<file path="src/rtl/bdcc_tx_sched_if.sv">
// ---------------------------------------------------------------------------
// bdcc_tx_sched_if
// Bundles the requester handshake and the BDCC serial line of the transmit
// scheduler.
//   iReq  [NREQ]     request per requester, held until acked
//   iData [16*NREQ]  word of requester i at bits [16i+15:16i]
//   oAck  [NREQ]     one-hot pulse on the edge the word is latched
//   oBusy            frame in progress (grant edge through end of IFG)
//   oDone            pulse on the last IFG cycle
//   HO / IM1 / IM0   frame sync and bipolar data pulse lines
// Modports:
//   slave  - the scheduler (consumes requests, drives the line)
//   master - the requester side
// ---------------------------------------------------------------------------
interface bdcc_tx_sched_if #(
  parameter int NREQ = 4
);
  logic [NREQ-1:0]    iReq;
  logic [16*NREQ-1:0] iData;
  logic [NREQ-1:0]    oAck;
  logic               oBusy;
  logic               oDone;
  logic               HO;
  logic               IM1;
  logic               IM0;

  modport slave (
    input  iReq, iData,
    output oAck, oBusy, oDone, HO, IM1, IM0
  );

  modport master (
    output iReq, iData,
    input  oAck, oBusy, oDone, HO, IM1, IM0
  );
endinterface

</file>
<file path="src/rtl/bdcc_tx_sched.sv">
// ---------------------------------------------------------------------------
// bdcc_tx_sched
// Round-robin arbiter plus word serializer sharing one BDCC transmit line
// between NREQ requesters. Each grant emits one frame: HO held high for
// HO_LEN clocks, then the data bits MSB first, each bit a PULSE_LEN pulse on
// IM1 ('1') or IM0 ('0') followed by GAP_LEN clocks with both lines low, then
// IFG_LEN idle clocks.
// Ports:
//   clk   system clock, rising edge
//   nRST  asynchronous active-low reset
//   bus   bdcc_tx_sched_if.slave (iReq/iData in; oAck/oBusy/oDone/HO/IM1/IM0 out)
// Option:
//   BDCC_PARITY_EN - append a 17th bit carrying odd parity over the word.
// All outputs are registered; reset clears them without waiting for a clock.
// ---------------------------------------------------------------------------
module bdcc_tx_sched #(
  parameter int NREQ      = 4,
  parameter int HO_LEN    = 8,
  parameter int PULSE_LEN = 2,
  parameter int GAP_LEN   = 2,
  parameter int IFG_LEN   = 4
) (
  input  logic            clk,
  input  logic            nRST,
  bdcc_tx_sched_if.slave  bus
);

`ifdef BDCC_PARITY_EN
  localparam int NBITS = 17;
`else
  localparam int NBITS = 16;
`endif

  localparam int MAX_AB = (HO_LEN > PULSE_LEN) ? HO_LEN : PULSE_LEN;
  localparam int MAX_CD = (GAP_LEN > IFG_LEN) ? GAP_LEN : IFG_LEN;
  localparam int MAXLEN = (MAX_AB > MAX_CD) ? MAX_AB : MAX_CD;
  localparam int CW     = $clog2(MAXLEN + 1);
  localparam int BW     = $clog2(NBITS + 1);
  localparam int PW     = $clog2(NREQ);

  typedef enum logic [2:0] {
    S_IDLE    = 3'd0,
    S_SYNC    = 3'd1,
    S_BIT_ON  = 3'd2,
    S_BIT_OFF = 3'd3,
    S_IFG     = 3'd4
  } state_t;

  state_t            r_state;
  logic [CW-1:0]     r_cnt;
  logic [BW-1:0]     r_bit;
  logic [NBITS-1:0]  r_shift;
  logic [PW-1:0]     r_last;
  logic [NREQ-1:0]   r_ack;
  logic              r_busy;
  logic              r_done;
  logic              r_ho;
  logic              r_im1;
  logic              r_im0;

  state_t            w_state_nxt;
  logic [CW-1:0]     w_cnt_nxt;
  logic [BW-1:0]     w_bit_nxt;
  logic [NBITS-1:0]  w_shift_nxt;
  logic [NBITS-1:0]  w_load;
  logic [15:0]       w_word;
  logic              w_gnt_vld;
  logic [PW-1:0]     w_gnt_idx;
  logic [PW-1:0]     w_idx;
  logic [NREQ-1:0]   w_ack_d;
  logic              w_busy_d;
  logic              w_done_d;
  logic              w_ho_d;
  logic              w_im1_d;
  logic              w_im0_d;

  // Round-robin scan starting just after the last grantee.
  always_comb begin
    w_gnt_vld = 1'b0;
    w_gnt_idx = '0;
    w_idx     = '0;
    for (int k = 1; k <= NREQ; k++) begin
      w_idx = PW'((int'(r_last) + k) % NREQ);
      if (!w_gnt_vld && bus.iReq[w_idx]) begin
        w_gnt_vld = 1'b1;
        w_gnt_idx = w_idx;
      end
    end
  end

  // Word mux for the winner; constant slice bases keep the select simple.
  always_comb begin
    w_word = '0;
    for (int i = 0; i < NREQ; i++) begin
      if (w_gnt_idx == PW'(i)) w_word = bus.iData[16*i +: 16];
    end
  end

`ifdef BDCC_PARITY_EN
  // Parity rides as the LSB so the plain MSB-first shift sends it last.
  assign w_load = {w_word, ~^w_word};
`else
  assign w_load = w_word;
`endif

  // State register
  always_ff @(posedge clk or negedge nRST) begin
    if (!nRST) begin
      r_state <= S_IDLE;
      r_cnt   <= '0;
      r_bit   <= '0;
      r_last  <= PW'(NREQ - 1);
    end else begin
      r_state <= w_state_nxt;
      r_cnt   <= w_cnt_nxt;
      r_bit   <= w_bit_nxt;
      if (r_state == S_IDLE && w_gnt_vld) r_last <= w_gnt_idx;
    end
  end

  // Data shift register carries no control meaning, so it is not reset.
  always_ff @(posedge clk) begin
    r_shift <= w_shift_nxt;
  end

  // Next-state logic; every phase restarts the cycle counter at 0.
  always_comb begin
    w_state_nxt = r_state;
    w_cnt_nxt   = r_cnt + CW'(1);
    w_bit_nxt   = r_bit;
    w_shift_nxt = r_shift;
    case (r_state)
      S_IDLE: begin
        w_cnt_nxt = '0;
        if (w_gnt_vld) begin
          w_state_nxt = S_SYNC;
          w_shift_nxt = w_load;
          w_bit_nxt   = '0;
        end
      end
      S_SYNC: begin
        if (r_cnt == CW'(HO_LEN - 1)) begin
          w_state_nxt = S_BIT_ON;
          w_cnt_nxt   = '0;
          w_bit_nxt   = '0;
        end
      end
      S_BIT_ON: begin
        if (r_cnt == CW'(PULSE_LEN - 1)) begin
          w_state_nxt = S_BIT_OFF;
          w_cnt_nxt   = '0;
        end
      end
      S_BIT_OFF: begin
        if (r_cnt == CW'(GAP_LEN - 1)) begin
          w_cnt_nxt   = '0;
          w_shift_nxt = {r_shift[NBITS-2:0], 1'b0};
          w_bit_nxt   = r_bit + BW'(1);
          if (r_bit == BW'(NBITS - 1)) w_state_nxt = S_IFG;
          else                         w_state_nxt = S_BIT_ON;
        end
      end
      S_IFG: begin
        if (r_cnt == CW'(IFG_LEN - 1)) begin
          w_state_nxt = S_IDLE;
          w_cnt_nxt   = '0;
        end
      end
      default: begin
        w_state_nxt = S_IDLE;
        w_cnt_nxt   = '0;
      end
    endcase
  end

  // Output logic: the registered outputs reflect the state being entered,
  // so each line changes on the same edge as the state transition.
  always_comb begin
    w_ack_d = '0;
    if (r_state == S_IDLE && w_gnt_vld) w_ack_d[w_gnt_idx] = 1'b1;
    w_busy_d = (w_state_nxt != S_IDLE);
    w_ho_d   = (w_state_nxt == S_SYNC);
    w_im1_d  = (w_state_nxt == S_BIT_ON) &&  w_shift_nxt[NBITS-1];
    w_im0_d  = (w_state_nxt == S_BIT_ON) && !w_shift_nxt[NBITS-1];
    w_done_d = (w_state_nxt == S_IFG) && (w_cnt_nxt == CW'(IFG_LEN - 1));
  end

  always_ff @(posedge clk or negedge nRST) begin
    if (!nRST) begin
      r_ack  <= '0;
      r_busy <= 1'b0;
      r_done <= 1'b0;
      r_ho   <= 1'b0;
      r_im1  <= 1'b0;
      r_im0  <= 1'b0;
    end else begin
      r_ack  <= w_ack_d;
      r_busy <= w_busy_d;
      r_done <= w_done_d;
      r_ho   <= w_ho_d;
      r_im1  <= w_im1_d;
      r_im0  <= w_im0_d;
    end
  end

  assign bus.oAck  = r_ack;
  assign bus.oBusy = r_busy;
  assign bus.oDone = r_done;
  assign bus.HO    = r_ho;
  assign bus.IM1   = r_im1;
  assign bus.IM0   = r_im0;

endmodule

</file>
<file path="src/flat_wrapper.sv">
// flat-port wrapper written by rule: the top's interface ports become plain ports
module bdcc_tx_sched_flat 
#(
  parameter int NREQ      = 4,
  parameter int HO_LEN    = 8,
  parameter int PULSE_LEN = 2,
  parameter int GAP_LEN   = 2,
  parameter int IFG_LEN   = 4
)
  (clk, nRST, bus_iReq, bus_iData, bus_oAck, bus_oBusy, bus_oDone, bus_HO, bus_IM1, bus_IM0);
  bdcc_tx_sched_if #(.NREQ(NREQ)) bus_i ();
  input  logic clk;
  input  logic nRST;
  input wire logic [$bits(bus_i.iReq)-1:0] bus_iReq;
  input wire logic [$bits(bus_i.iData)-1:0] bus_iData;
  output wire logic [$bits(bus_i.oAck)-1:0] bus_oAck;
  output wire logic [$bits(bus_i.oBusy)-1:0] bus_oBusy;
  output wire logic [$bits(bus_i.oDone)-1:0] bus_oDone;
  output wire logic [$bits(bus_i.HO)-1:0] bus_HO;
  output wire logic [$bits(bus_i.IM1)-1:0] bus_IM1;
  output wire logic [$bits(bus_i.IM0)-1:0] bus_IM0;
  assign bus_i.iReq = bus_iReq;
  assign bus_i.iData = bus_iData;
  assign bus_oAck = bus_i.oAck;
  assign bus_oBusy = bus_i.oBusy;
  assign bus_oDone = bus_i.oDone;
  assign bus_HO = bus_i.HO;
  assign bus_IM1 = bus_i.IM1;
  assign bus_IM0 = bus_i.IM0;
  bdcc_tx_sched #(.NREQ(NREQ), .HO_LEN(HO_LEN), .PULSE_LEN(PULSE_LEN), .GAP_LEN(GAP_LEN), .IFG_LEN(IFG_LEN)) u_core (.clk(clk), .nRST(nRST), .bus(bus_i));
endmodule
</file>
<file path="config.mk">
export PLATFORM = sky130hd
export DESIGN_NAME = bdcc_tx_sched_flat
export DESIGN_NICKNAME = d
export VERILOG_FILES = /design/src/rtl/bdcc_tx_sched_if.sv /design/src/rtl/bdcc_tx_sched.sv /design/src/flat_wrapper.sv
export SDC_FILE = /design/constraint.sdc
export NUM_CORES = 1
export LEC_CHECK = 0
export ABC_AREA = 1
export CAP_MARGIN = 40
export CORE_MARGIN = 4
export CORE_UTILIZATION = 50
export DETAILED_ROUTE_END_ITERATION = 7
export PLACE_DENSITY = 0.88
export SYNTH_ARGS = -nofsm -noshare
export SYNTH_HDL_FRONTEND = slang
export SYNTH_SLANG_ARGS = --single-unit
</file>
<file path="constraint.sdc">
create_clock -name clk -period 4.4 [get_ports clk]
set_input_delay 0.44 -clock clk [delete_from_list [all_inputs] [get_ports clk]]
set_output_delay 0.44 -clock clk [all_outputs]
set_load 0.1 [all_outputs]
</file>
==> results.json, run 1 <==
{
  "result_of_the_run": "finished clean",
  "number_of_synthesized_register_bits": 39,
  "finish.cell_count_without_fillers": 471,
  "power_density_nw_per_um2": 792,
  "clock_tree_from_tritoncts": "yes",
  "drcViolationCount": 0,
  "initial_core_util_pct": 51.9,
  "cp_max_fo": 16,
  "timing.hold.worst.class": "in2async",
  "worst_setup_path_category": "reg2reg",
  "grt_pass1_vias": 2416,
  "clkLatencyLatePin_ns": 0.29,
  "netSwitchingPower_uw": 1460,
  "buffer_ports.inserted": 78,
  "post-synth-top-count-cell": "sky130_fd_sc_hd__nand2_1",
  "relSlewSlack_pct": 58.9,
  "synth_top_flop_cell": "sky130_fd_sc_hd__dfrtp_1",
  "first_pass_grt_wire_length_um": 10900,
  "timing_worst_slew_pin_value_ns": 0.616,
  "post-route-worst-setup-slack_ns": 2.01,
  "max_cap_viols": 0,
  "yosys-top-cells-count": "sky130_fd_sc_hd__nand2_1, sky130_fd_sc_hd__inv_1, sky130_fd_sc_hd__dfrtp_1, sky130_fd_sc_hd__o21ai_0",
  "critical_path.reg2reg.startpoint": "u_core.r_last[0]",
  "cts-hold-fix-buffers": 0,
  "maxClockFrequency_mhz": 419,
  "fillCellCount": 350,
  "cts-buffers-inserted": 5,
  "io-pin-count": 79,
  "cts.repair_timing.setup_buffer_count": 0,
  "fin_crit_ns": 2.39,
  "sw_frac_of_total_pct": 52.3,
  "preCtsSetupSlack_ns": 1.80,
  "finalHoldViolations": 0,
  "finalCoreUtilization_pct": 74.2,
  "gp_routability_congestion": 0.881,
  "timing.critical_path.from": "u_core.r_last[0]",
  "yosysTopAreaCellShare_pct": 21.3,
  "clkSlewWorstSetupHoldPaths_ns": 0.07,
  "internal_power_uw": 1330,
  "route.final.wire_length_um": 6630,
  "syn-mean-instance-area_um2": 7.86,
  "critPathLaunchType": "flop",
  "layout_worst_path_cycle_share_pct": 54.2,
  "combPwrFrac_pct": 66.2,
  "detailedPlacementHpwl_um": 5260,
  "critical_path_arrival_ns": 2.43,
  "cts_max_path_buffers": 2,
  "crit_path_end_kind": "flop",
  "cts.root.buffer_cell": "sky130_fd_sc_hd__clkbuf_8",
  "drv_slew": 0,
  "antennaDiodeCount": 0,
  "globalRouteOverflowTotal": 0,
  "tns_ns": 0,
  "routed-via-count": 2521,
  "core_um2": 4750,
  "finalNetCount": 477,
  "number_of_antenna_violations_at_the_first_check_in_global_routing": 0,
  "rows": 25,
  "yosysUniqueCellTypes": 38,
  "rsz0062_at_grt": "no",
  "post_drt_wl_per_cell_um": 14.1,
  "clockPowerShare_pct": 9.6,
  "finish_stage_setup_viols": 0,
  "drt_first_iter_violations": 196,
  "die_height_um": 78.2,
  "die_area_um2": 6120,
  "power_frac_seq_pct": 24.2,
  "dieWidth_um": 78.2,
  "required_ns": 4.45,
  "grt_start_max_net_pins": 18,
  "ant_nets": 0,
  "number_of_clock_sinks": 39,
  "groute.usage.overall_pct": 22.4,
  "synthesis.instances": 314,
  "fin_skew_ns": 0.00195,
  "worst_hold_slack_ns": 0.479,
  "syn_nets": 388,
  "netlist.top_cell.by_area": "sky130_fd_sc_hd__dfrtp_1",
  "synth-edff-count": 15,
  "synth_seq_area_share_pct": 42.5,
  "async_reset_ff_share_pct": 59.0,
  "area_added_between_synthesis_and_finish_pct": 43.0,
  "synth.yosys.warnings": 0,
  "top_cells_by_area_in_the_synthesized_netlist": "sky130_fd_sc_hd__dfrtp_1, sky130_fd_sc_hd__edfxtp_1, sky130_fd_sc_hd__nand2_1",
  "maximum_vdd_ir_drop_v": 0.000517,
  "drive_gt1_share_pct": 13.6,
  "firstDrtPassIters": 4,
  "placed_cells_incl_taps": 463,
  "post_synth_instance_area_um2": 2470,
  "postCtsResizedCells": 0,
  "leakage_uw": 0.00158,
  "htree_levels": 2,
  "detail_route.vias_per_cell": 5.35
}
worst max-delay path, stage by stage, from the launching register on:
cell	delay [ns]
sky130_fd_sc_hd__dfstp_2	0.66
sky130_fd_sc_hd__inv_6	0.07
sky130_fd_sc_hd__nand2_1	0.09
sky130_fd_sc_hd__nand2_2	0.06
sky130_fd_sc_hd__nand2_1	0.11
sky130_fd_sc_hd__nand2_2	0.09
sky130_fd_sc_hd__inv_1	0.08
sky130_fd_sc_hd__nand3_1	0.09
sky130_fd_sc_hd__nand2_2	0.11
sky130_fd_sc_hd__inv_2	0.07
sky130_fd_sc_hd__nand2_4	0.16
sky130_fd_sc_hd__nand2_2	0.19
sky130_fd_sc_hd__or2_0	0.24
sky130_fd_sc_hd__nand2_1	0.06
sky130_fd_sc_hd__o21ai_1	0.06
power by group through the flow:
stage | Combinational, uW | Sequential, uW | Clock [uW]
2_1_floorplan | 1210 | 849 | 0
3_3_place_gp | 1670 | 670 | 0
3_5_place_dp | 1830 | 679 | 0
4_1_cts | 1840 | 674 | 269
5_1_grt | 2050 | 689 | 287
6_report | 1850 | 675 | 269
path summary, 6_finish.rpt:
path                       cells after the start                 to  slack [ns]
setup reg to reg                              14  u_core.r_shift[9]        2.01
max in group asynchronous                      2   u_core.r_last[0]        3.38
hold reg to reg                                1    u_core.r_cnt[0]        0.51
min in group clk                               1    u_core.r_cnt[0]        0.51
hold / removal                                 1   u_core.bus.oDone        0.48
setup / recovery                              14  u_core.r_shift[9]        2.01
final cells by class:
cell class,count,area [um^2],area share [%]
sequential,39,1050,29.7
timing repair buffer,88,931,26.4
clock buffer,6,93.8,2.66
clock inverter,2,8.76,0.248
tap,67,83.8,2.38
multi-input combinational,231,1210,34.4
inverter,38,148,4.19
metal layers:
metal  part of all wire [%]  vias to the layer above  GRT usage (%)  wire [um]
met1                     39                     1180           26.8       2600
li1                       -                     1228              -          -
met2                     52                      106           40.7       3470
met3                    7.6                        7           5.28        503
met5                      0                        -              0          0
met4                    1.0                        0           5.07         68
through the flow:
| step | power [uW] | area, um^2 |
|---|---|---|
| 6_report | 2790 | 3530 |
| 5_1_grt | 3020 | 3530 |
| 4_1_cts | 2780 | 3530 |
| 3_5_place_dp | 2510 | 3420 |
| 3_3_place_gp | 2340 | 3270 |
| 2_1_floorplan | 2060 | 2470 |
kinds of logic after synthesis:
| logic type | count (synthesis) | synth area share (%) |
|---|---|---|
| fa+ha+maj | 4 | 2.03 |
| compound gates | 67 | 15.3 |
| buf+inv | 44 | 8.32 |
| simple gates | 159 | 31.5 |
| flops | 39 | 42.5 |
| xor+xnor | 1 | 0.355 |
flip-flops by register name (all words and copies together) (netlist names):
| register | count |
|---|---|
| u_core.bus.oAck | 4 |
| u_core.r_cnt | 4 |
| u_core.bus.oBusy | 1 |
| u_core.bus.IM1 | 1 |
| u_core.bus.HO | 1 |
| u_core.bus.IM0 | 1 |
| u_core.r_state | 3 |
| u_core.bus.oDone | 1 |
| u_core.r_last | 2 |
| u_core.r_shift | 16 |
| u_core.r_bit | 5 |
placed cells by master (no fill, tap or decap), drive strengths merged, types with 2 or more instances in the layout:
master,instances
edfxtp,15
clkdlybuf4s50,78
a22oi,9
nor2,26
dfstp,2
inv,38
o22ai,7
nand2,98
a21oi,6
nand3,21
clkinv,2
nor3,6
o21ai,41
buf,10
clkbuf,6
dfrtp,21
ha,4
or2,4
No activity file was read; power rests on OpenSTA's default activity.
==> run 2: changes to the inputs <==
- CORE_UTILIZATION: 50 -> 47
- PLACE_DENSITY: 0.88 -> 0.83
- clock period: 4.4 -> 2.4 ns (I/O delays scaled with it)
==> results.json, run 2 (synthesis results as in run 1) <==
{
  "required_ns": 2.60,
  "regMostFlops": "u_core.r_shift",
  "post-route-worst-setup-slack_ns": 0.158,
  "critPathLaunchType": "flop",
  "relSlewSlack_pct": 62.9,
  "drcViolationCount": 0,
  "largest_register_ffs": 16,
  "detail_route.vias_per_cell": 5.04,
  "fin_crit_ns": 2.24,
  "number_of_antenna_violations_at_the_first_check_in_global_routing": 0,
  "buffer_ports.inserted": 78,
  "first_pass_grt_wire_length_um": 9750,
  "fin_skew_ns": 0.00693,
  "drv_slew": 0,
  "cts.root.buffer_cell": "sky130_fd_sc_hd__clkbuf_8",
  "gp_routability_congestion": 0.865,
  "finalNetCount": 481,
  "area_added_between_synthesis_and_finish_pct": 42.2,
  "biggestRegsByFlops": "u_core.r_shift: 16 flops, u_core.r_bit: 5 flops",
  "maximum_vdd_ir_drop_v": 0.00112,
  "leakage_uw": 0.00160,
  "routed-via-count": 2411,
  "grt_start_max_net_pins": 24,
  "htree_levels": 2,
  "post_drt_wl_per_cell_um": 13.1,
  "antennaDiodeCount": 0,
  "core_um2": 5110,
  "cts_max_path_buffers": 2,
  "final_area_um2": 3510,
  "drive_gt1_share_pct": 17.6,
  "layout.area.seq_um2": 1050,
  "initial_core_util_pct": 48.3,
  "number_of_clock_sinks": 39,
  "power_density_nw_per_um2": 1510,
  "groute.usage.overall_pct": 19.1,
  "multi_input_comb_area_um2": 1240,
  "max_cap_viols": 0,
  "maximum_cell_stage_delay_along_the_critical_path_ns": 0.56,
  "io-pin-count": 79,
  "cts-hold-fix-buffers": 0,
  "critical_path.slowest_cell": "sky130_fd_sc_hd__dfstp_2",
  "ant_nets": 0,
  "placed_cells_incl_taps": 459,
  "die_height_um": 80.5,
  "result_of_the_run": "finished clean",
  "worstPathBufferInverterCount": 3,
  "preCtsSetupSlack_ns": 0.0184,
  "globalRouteOverflowTotal": 0,
  "firstDrtPassIters": 7,
  "drt_first_iter_violations": 126,
  "cts-buffers-inserted": 5,
  "timing.hold.worst.class": "in2async",
  "fillCellCount": 407,
  "clkLatencyLatePin_ns": 0.29,
  "crit_path_end_kind": "flop",
  "route.final.wire_length_um": 6270,
  "rsz0062_at_grt": "yes",
  "worst_hold_slack_ns": 0.289,
  "clkSlewWorstSetupHoldPaths_ns": 0.08,
  "cp_max_fo": 6,
  "commonest_cells_after_routing_fill_and_taps_aside": "sky130_fd_sc_hd__nand2_1, sky130_fd_sc_hd__clkdlybuf4s50_1, sky130_fd_sc_hd__inv_1",
  "maxClockFrequency_mhz": 446,
  "detailedPlacementHpwl_um": 4800,
  "most_common_cell_after_layout_fill_and_taps_aside": "sky130_fd_sc_hd__nand2_1",
  "dieWidth_um": 80.5,
  "grt_pass1_vias": 2288,
  "finish.cell_count_without_fillers": 478,
  "dpl_cell_area_um2": 3280,
  "layout_worst_path_cycle_share_pct": 93.4,
  "die_area_um2": 6470,
  "timing_worst_slew_pin_value_ns": 0.556,
  "critical-path-top-cell-by-count": "sky130_fd_sc_hd__nand2_1",
  "clock_tree_from_tritoncts": "yes",
  "crit_path_max_delay_family": "simple AND/OR/NAND/NOR gates",
  "critical_path_arrival_ns": 2.44,
  "worst_setup_path_category": "reg2reg",
  "finish_stage_setup_viols": 0,
  "crit_chain": "clkbuf_2 -> nand2_1 -> nand2_1 -> nand2_2 -> nand2_2 -> inv_1 -> nand3_1 -> nand2_2 -> nor2_4 -> nand2_4 -> nand2_4 -> buf_4 -> nor2_2 -> nand2_1 -> nand2_1 -> a21oi_1",
  "finalHoldViolations": 0,
  "tns_ns": 0,
  "rows": 26
}
==> run 2: final timing paths <==
kind	endpoint	depth (start not counted)	start	slack, ns
worst max-delay path	u_core.bus.IM0	16	u_core.r_last[0]	0.16
worst min-delay path	u_core.r_state[0]	2	nRST	0.29
worst max register to register	u_core.bus.IM0	16	u_core.r_last[0]	0.16
worst min register to register	u_core.r_bit[0]	1	u_core.r_bit[0]	0.50
max in group asynchronous	u_core.r_last[0]	2	nRST	1.83
min in group clk	u_core.r_bit[0]	1	u_core.r_bit[0]	0.50
==> run 2: what timing repair did <==
action	CTS	global route
hold endpoints to repair	0	0
gates resized for setup	0	8
endpoints found under the setup margin	0	13
buffers inserted	0	11
==> run 2: layer usage <==
layer  GRT usage, %  part of all wire (%)  up-vias
met2           32.8                    51       74
li1               -                     -     1233
met1           24.4                    41     1094
met4           6.76                   2.0        0
met3           2.91                   5.5       10
met5              0                     0        -
==> run 2: power breakdown <==
part / total (uW) / internal (uW) / switching (uW) / leakage (uW)
clock: 488 / 261 / 227 / 0.0000505
combinational: 3590 / 1230 / 2350 / 0.00109
sequential: 1210 / 1080 / 129 / 0.000454
==> run 2: layout make-up <==
type	instances	area share (%)
multi-input combinational	231	35.4
sequential	39	29.9
timing repair buffer	92	24.9
inverter	38	4.35
clock buffer	7	2.75
tap	70	2.50
clock inverter	1	0.214
==> run 2: through the flow <==
stage,power [uW],utilization [%]
final,5280,68.7
after global routing,5760,68.7
after CTS,4880,66.2
after detailed placement,4400,64.2
after global placement,4300,64.2
after floorplan,3770,-
